## src/rtl/muldiv_unit_ex.sv

```systemverilog
// Iterative RV32M multiply/divide unit for the EX stage: one shift-add or
// restoring-subtract step per cycle, stalling the pipeline until the result is ready.
module muldiv_unit_ex #(
  parameter int XLEN = 32
) (
  input  logic            clock,
  input  logic            reset,
  input  logic            valid_in,
  input  logic [4:0]      ALUOp,
  input  logic            flush,
  input  logic [XLEN-1:0] op_a,
  input  logic [XLEN-1:0] op_b,
  output logic            busy,
  output logic            done,
  output logic [XLEN-1:0] result
);
  // M-extension ALUOp codes: 5'b10fff, where fff selects the operation
  localparam logic [4:0] OP_MUL    = 5'd16;
  localparam logic [4:0] OP_MULH   = 5'd17;
  localparam logic [4:0] OP_MULHSU = 5'd18;
  localparam logic [4:0] OP_MULHU  = 5'd19;
  localparam logic [4:0] OP_DIV    = 5'd20;
  localparam logic [4:0] OP_DIVU   = 5'd21;
  localparam logic [4:0] OP_REM    = 5'd22;
  localparam logic [4:0] OP_REMU   = 5'd23;

  localparam logic [1:0] S_IDLE = 2'd0;
  localparam logic [1:0] S_CALC = 2'd1;
  localparam logic [1:0] S_SIGN = 2'd2;
  localparam logic [1:0] S_DONE = 2'd3;

  localparam int CW = $clog2(XLEN);

  logic [1:0]        state;
  logic [4:0]        op;
  logic [XLEN-1:0]   mcand;     // multiplicand magnitude, or divisor magnitude
  logic [2*XLEN-1:0] prod;      // product; low half doubles as dividend/quotient
  logic [XLEN:0]     rem;
  logic [CW-1:0]     cnt;
  logic              neg_res, neg_rem;

  logic            is_m, is_div, sgn_a, sgn_b, sa, sb;
  logic            div0, ovf, special, start;
  logic [XLEN-1:0] a_abs, b_abs, spec_res;
  logic [XLEN:0]   sum, sh, diff;
  logic [2*XLEN-1:0] p_fix;
  logic [XLEN-1:0] q_fix, r_fix;
  logic            unused_rem_msb;

  always_comb begin
    is_m   = (ALUOp >= OP_MUL) && (ALUOp <= OP_REMU);
    is_div = is_m && ALUOp[2];
    sgn_a  = (ALUOp == OP_MUL) || (ALUOp == OP_MULH) || (ALUOp == OP_MULHSU) ||
             (ALUOp == OP_DIV) || (ALUOp == OP_REM);
    sgn_b  = (ALUOp == OP_MUL) || (ALUOp == OP_MULH) ||
             (ALUOp == OP_DIV) || (ALUOp == OP_REM);
    sa     = sgn_a && op_a[XLEN-1];
    sb     = sgn_b && op_b[XLEN-1];
    a_abs  = sa ? -op_a : op_a;
    b_abs  = sb ? -op_b : op_b;
    div0   = is_div && (op_b == '0);
    ovf    = ((ALUOp == OP_DIV) || (ALUOp == OP_REM)) &&
             (op_a == {1'b1, {(XLEN-1){1'b0}}}) && (op_b == '1);
    special = div0 || ovf;
    // Overflow DIV returns the dividend itself (most negative value)
    if (ALUOp[1]) spec_res = div0 ? op_a : '0;
    else          spec_res = div0 ? '1 : op_a;
    start  = valid_in && is_m && !flush && (state == S_IDLE);
  end

  always_comb begin
    sum   = {1'b0, prod[2*XLEN-1:XLEN]} + {1'b0, mcand};
    sh    = {rem[XLEN-1:0], prod[XLEN-1]};
    diff  = sh - {1'b0, mcand};
    p_fix = neg_res ? -prod : prod;
    q_fix = neg_res ? -prod[XLEN-1:0] : prod[XLEN-1:0];
    r_fix = neg_rem ? -rem[XLEN-1:0] : rem[XLEN-1:0];
    unused_rem_msb = rem[XLEN];
  end

  assign busy = start || (state == S_CALC) || (state == S_SIGN);
  assign done = (state == S_DONE) && !flush;

  always_ff @(posedge clock or negedge reset) begin
    if (!reset) begin
      state   <= S_IDLE;
      op      <= '0;
      mcand   <= '0;
      prod    <= '0;
      rem     <= '0;
      cnt     <= '0;
      neg_res <= 1'b0;
      neg_rem <= 1'b0;
      result  <= '0;
    end else if (flush) begin
      state <= S_IDLE;
    end else begin
      case (state)
        S_IDLE: if (start) begin
          op      <= ALUOp;
          mcand   <= is_div ? b_abs : a_abs;
          prod    <= {{XLEN{1'b0}}, is_div ? a_abs : b_abs};
          rem     <= '0;
          cnt     <= CW'(XLEN-1);
          neg_res <= sa ^ sb;
          neg_rem <= sa;
          if (special) begin
            result <= spec_res;
            state  <= S_DONE;
          end else begin
            state  <= S_CALC;
          end
        end
        S_CALC: begin
          if (op[2]) begin
            // Restoring step: diff MSB set means the trial subtract underflowed
            rem  <= diff[XLEN] ? sh : diff;
            prod <= {prod[2*XLEN-1:XLEN], prod[XLEN-2:0], ~diff[XLEN]};
          end else if (prod[0]) begin
            prod <= {sum, prod[XLEN-1:1]};
          end else begin
            prod <= {1'b0, prod[2*XLEN-1:1]};
          end
          cnt <= cnt - 1'b1;
          if (cnt == '0) state <= S_SIGN;
        end
        S_SIGN: begin
          case (op)
            OP_MUL:                     result <= p_fix[XLEN-1:0];
            OP_MULH, OP_MULHSU,
            OP_MULHU:                   result <= p_fix[2*XLEN-1:XLEN];
            OP_DIV, OP_DIVU:            result <= q_fix;
            default:                    result <= r_fix;
          endcase
          state <= S_DONE;
        end
        default: state <= S_IDLE;
      endcase
    end
  end
endmodule

```

## config.mk

```make
export PLATFORM = sky130hd
export DESIGN_NAME = muldiv_unit_ex
export DESIGN_NICKNAME = d
export VERILOG_FILES = /design/src/rtl/muldiv_unit_ex.sv
export SDC_FILE = /design/constraint.sdc
export NUM_CORES = 1
export LEC_CHECK = 0
export ABC_AREA = 1
export BUFFER_PORTS_ARGS = -buffer_cell sky130_fd_sc_hd__buf_2
export CORE_MARGIN = 1.5
export CORE_UTILIZATION = 49
export CTS_CLUSTER_DIAMETER = 200
export DETAILED_ROUTE_END_ITERATION = 10
export HOLD_SLACK_MARGIN = 0.06
export MAX_ROUTING_LAYER = met4
export PLACE_DENSITY = 0.7
export SLEW_MARGIN = 20
export SYNTH_ARGS = -nofsm -noshare
export SYNTH_HDL_FRONTEND = slang
export SYNTH_SLANG_ARGS = --single-unit
export TNS_END_PERCENT = 5
```

## constraint.sdc

```tcl
create_clock -name clock -period 3.5 [get_ports clock]
set_input_delay 0.7 -clock clock [delete_from_list [all_inputs] [get_ports clock]]
set_output_delay 0.7 -clock clock [all_outputs]
set_load 0.05 [all_outputs]
```

* Yosys cells after proc, flatten, opt, wreduce, memory -nomap -nowiden
Cells that the tools add are included.
** Operators by class
- $add $sub $neg :: 8
- $lt $le $gt $ge :: 2
- Equality and inequality tests :: 22
- Mux-type cells :: 29
- Bitwise gates (word level) :: 3
- Reductions and logical operators :: 35
** Operators with widths (number)
- $mux W32 :: 14
- $mux W64 :: 4
- $neg A32 Y32 :: 4
- $pmux W32 S2 :: 2
- $pmux W64 S2 :: 1
- $pmux W32 S3 :: 1
- $eq A32 B32 Y1 const B :: 2
- $neg A64 Y64 :: 1
- $eq A5 B5 Y1 const B :: 11
- $add A32 B32 Y33 :: 1
- $sub A33 B32 Y33 :: 1
- $logic_not A32 Y1 :: 1
- $reduce_and A4 Y1 :: 3
- $logic_and A1 B1 Y1 :: 11
- $logic_or A1 B1 Y1 :: 10
- $pmux W5 S2 :: 1
- $mux W2 :: 4
- $ne A2 B2 Y1 const B :: 4
- $pmux W2 S3 :: 1
- $reduce_and A3 Y1 :: 2
- $ge A5 B5 Y1 const B :: 1
- $le A5 B5 Y1 const B :: 1
- $logic_not A5 Y1 :: 1
- $mux W5 :: 1
- other kinds (13) :: 16
** Storage, ports and cells
- Register bits after elaboration :: 174
- Output and inout port bits :: 34
- Word-level logic and storage cells :: 109

* Logic depth before layout (Yosys ltp)
- Depth in word-level cells :: 10
- Depth in mapped cells :: 18
- Depth with buffers taken out :: 17

* Worst setup path before layout
OpenSTA, ideal clock, no wires.
- Path type :: in2out
- Start :: in ALUOp[3]
- End :: out busy
- Data arrival time :: 2.020 ns
- Data required time :: 2.800 ns
- Setup slack :: 0.780 ns
- Cell stages on the path :: 8
- Buffers on the path :: 1
- Path through :: inv_2 -> nand2_2 -> o21ai_2 -> nand2_2 -> nor2_2 -> inv_1 -> clkbuf_1 -> nand3_1
** Between the ends
- Longest elaborated chain between the ends :: 7
- Elaborated cells between the ends (all ways) :: 8
- Classes of those cells :: order compare (2); reduce/logical (6)
** RTL lines
- start: declaration :: line 9 : input logic [4:0] ALUOp,
- $ge A5 B5 Y1 / $le A5 B5 Y1 (equally long branches) :: line 51 : is_m = (ALUOp >= OP_MUL) && (ALUOp <= OP_REMU);
- $logic_and A1 B1 Y1 (*) :: line 51
- $logic_and A1 B1 Y1 (*) (3 in series) :: line 68 : start = valid_in && is_m && !flush && (state == S_IDLE);
- $logic_or A1 B1 Y1 (*) (2 in series) :: line 81 : assign busy = start || (state == S_CALC) || (state == S_SIGN);
- end: declaration :: line 13 : output logic busy,
Mark *: on every way between the ends. The rest lies on a longest branch, timed or not.

* Worst setup path after layout
- Start :: reg prod[31]
- End :: reg prod[0]
** Between the ends
- Longest elaborated chain between the ends :: 4
** RTL lines
- start: declaration :: line 37 : logic [2*XLEN-1:0] prod;
- start signal: assignment :: line 102 : prod <= {{XLEN{1'b0}}, is_div ? a_abs : b_abs};
- start signal: assignment :: line 118 : prod <= {prod[2*XLEN-1:XLEN], prod[XLEN-2:0], ~diff[XLEN]};
- start signal: assignment :: line 120 : prod <= {sum, prod[XLEN-1:1]};
- $sub A33 B32 Y33 :: line 74 : diff = sh - {1'b0, mcand};
- $not A1 Y1 :: line 118
- $mux W64 :: line 115 : if (op[2]) begin
- $pmux W64 S2 :: line 98 : case (state)
Every way passes these cells. The select of a mux whose other input is x is not followed.
A chain may end at the register's enable or synchronous reset.

==> reports/qor.yml <==
setup_path:
  worstPathCellList: "inv_1 > ha_1 > fa_1 > inv_1 > nand2_1 > o21ai_2 > nand2_1 > nand2_1 > nand2_1 > nand2_2 > nand2_2 > nand2_2 > nand2_2 > nand2_4 > nand2_1 > a21oi_1"
  path_common_cell: "sky130_fd_sc_hd__nand2_1"
  worst-path-max-fanout: 33
  timing.critical_path.slowest_cell_delay_ns: 0.47
  ff2ff_path_depth: 16
  rr_startpoint: "prod[31]"
  worst_r2r_endpoint: "prod[0]"
  required_ns: 3.90
  startpoint_type: "register"
  reg2reg_setup_slack_ns: 0.17
  worstSetupEndpointType: "register"
  critical_path_arrival_ns: 3.73
  slowest_cell_on_crit_path: "sky130_fd_sc_hd__dfrtp_1"
  crit_type: "register to register"
synth:
  synth_sequential_area_ratio: 0.224
  mappedNetlistNets: 3501
  synth-edff-count: 0
  synth_area_per_inst_um2: 5.80
  post_synth_inst_count: 3350
  synth-main-ff-cell: "sky130_fd_sc_hd__dfrtp_1"
  number_of_synthesized_register_bits: 174
  synth_cell_type_count: 50
  yosys_warnings: 0
  postSynth.asyncResetShare: 1.00
  synth.cell_area_um2: 19400
layout:
  drive_gt1_frac: 0.0714
  layout.nets: 3544
  layout_common_cells: "1004 x sky130_fd_sc_hd__nand2_1, 437 x sky130_fd_sc_hd__nand3_1, 383 x sky130_fd_sc_hd__nor2_1"
  area_delta_synth_final_pct: 7.61
  mostFrequentLayoutCell: "sky130_fd_sc_hd__nand2_1"
run:
  maxCapViolCount: 0
floorplanning:
  num_io_pins: 107
  core-area_um2: 38900
  die-height_um: 202
  placement_rows: 72
  die-area_um2: 40900
  start_util: 0.499
  die_x_um: 202
timing:
  setup_repair_after_global_routing_missed_its_margin: "false"
  layout_min_cycle_time_ns: 3.33
  maxSlewHeadroom: 0.320
  number_of_hold_violations_in_the_final_report: 0
  count_of_pins_over_their_slew_limit: 0
  fin_worst_skew_ns: 0.0154
  period_share: 0.953
  maxClockFrequency_mhz: 300
  worstMarginPinSlew_ns: 1.01
  fin_tns_setup_ns: 0
  final-setup-viol-count: 0
detailed_routing:
  route.detailed.drc: 0
  routed_wire_length_per_instance_um: 23.1
  drt.antenna.violating_nets: 0
  num_vias: 24200
  vias_per_cell: 6.16
  first_pass_detailed_route_iteration_total: 7
  drtIter0Drc: 3550
  wirelength_um: 90900
power:
  power.density_cell_area_nw_per_um2: 752
  p_leak_nw: 11.0
  ir_drop_mv: 0.713
  fin_total_pwr_mw: 15.7
clock_tree:
  hold_buffers: 0
  post_cts.repair.setup_buffers: 0
  root_buffer: "sky130_fd_sc_hd__clkbuf_16"
  clkLatencyLatePin_ns: 0.48
  cts.sink_count: 174
  cts.repair.resized: 0
  clk_transition_reported_paths_ns: 0.07
  cts_max_path_buffers: 2
  tritoncts_clock_tree: "done"
  cts_made_buffers: 17
  htreeDepth: 4
run_status:
  outcome: "completed"
grt:
  first_global_vias: 21900
  antenna_violations_before_repair: 5
  grt_max_degree: 67
  gr-usage-all-layers: 0.455
  grt_first_pass_wirelength_um: 136000
  globalRouteOverflowTotal: 0
placed_design:
  dp_hpwl_um: 73400
  port_buffers: 106
  routabilityCongestion: 1.14
worst_hold_path:
  hold_path.class: "input pin to async pin"
[sequential cells by signal, indices dropped and copies added (netlist names)]
name,count
rem,32
neg_rem,1
mcand,32
result,32
cnt,5
state,2
op,5
prod,64
neg_res,1
[worst max path at each step]
stage | from | end | slack, ns | depth (start not counted)
2_1_floorplan | ALUOp[3] | busy | 0.78 | 8
3_3_place_gp | prod[31] | prod[0] | 0.32 | 16
3_5_place_dp | prod[31] | prod[0] | 0.29 | 16
6_report | prod[31] | prod[0] | 0.17 | 16
5_1_grt | prod[31] | prod[0] | 0.04 | 16
4_1_cts | prod[31] | prod[0] | 0.30 | 16
[cell usage after synthesis (19+ instances only)]
cell type                   count  area share
sky130_fd_sc_hd__nor3_1        26      0.0067
sky130_fd_sc_hd__buf_2         19      0.0049
sky130_fd_sc_hd__o2111ai_1     22      0.0099
sky130_fd_sc_hd__inv_1        374       0.072
sky130_fd_sc_hd__o21ai_0      189       0.049
sky130_fd_sc_hd__clkbuf_1      65       0.013
sky130_fd_sc_hd__nand3b_1      20      0.0077
sky130_fd_sc_hd__nand4_1       55       0.018
sky130_fd_sc_hd__a21oi_1      223       0.057
sky130_fd_sc_hd__nand2_1     1004        0.19
sky130_fd_sc_hd__o22ai_1       20      0.0064
sky130_fd_sc_hd__nor2_1       385       0.074
sky130_fd_sc_hd__ha_1          76       0.049
sky130_fd_sc_hd__nand3_1      437        0.11
sky130_fd_sc_hd__a221oi_1      26       0.012
sky130_fd_sc_hd__dfrtp_1      174        0.22
sky130_fd_sc_hd__xor2_1        38       0.017
[report_power, final]
part / internal (mW) / switching (mW)
clock: 0.954 / 0.928
sequential: 2.69 / 1.10
combinational: 2.71 / 7.36
[per-stage QoR]
stage               cell area [um2]  worst slack, ns  utilization  hold slack, ns  instances
global route                  20900           0.0396        0.537           0.306       3928
floorplan                     19400            0.780            -           0.404       3350
finish                        20900            0.165        0.537           0.271       3930
detailed placement            20400            0.295        0.523           0.461       3892
global placement              20400            0.323        0.523           0.459       3892
CTS                           20900            0.296        0.537           0.278       3923
[worst max-delay path, delay by kind of cell, from the launching register on]
family / cells / cell delay [ns]
compound gates: 2 / 0.43
fa+ha+maj: 2 / 0.72
buf+inv: 2 / 0.28
flops: 1 / 0.47
simple gates: 10 / 1.33
[routing by layer]
layer | vias to the layer above | part of all wire | GRT usage
met4 | 0 | 0.053 | 0.220
met1 | 11300 | 0.40 | 0.599
met3 | 214 | 0.13 | 0.125
met2 | 1550 | 0.41 | 0.640
met5 | - | 0 | -
li1 | 11100 | - | -
[logic make-up after synthesis]
group | share of synthesized area
simple gates | 0.434
buf+inv | 0.104
compound gates | 0.163
flops | 0.224
fa+ha+maj | 0.0510
xor+xnor | 0.0239
[final cells by class]
type / count / area [um2]
Fill cell: 4105 / 18000
Multi-Input combinational cell: 2670 / 13100
Sequential cell: 174 / 4360
Inverter: 392 / 1470
Timing Repair Buffer: 138 / 802
Tap cell: 518 / 648
Clock buffer: 21 / 460
Clock inverter: 10 / 81.3
Antenna cell: 7 / 17.5
Note: power is estimated with default switching activity, not from simulation.
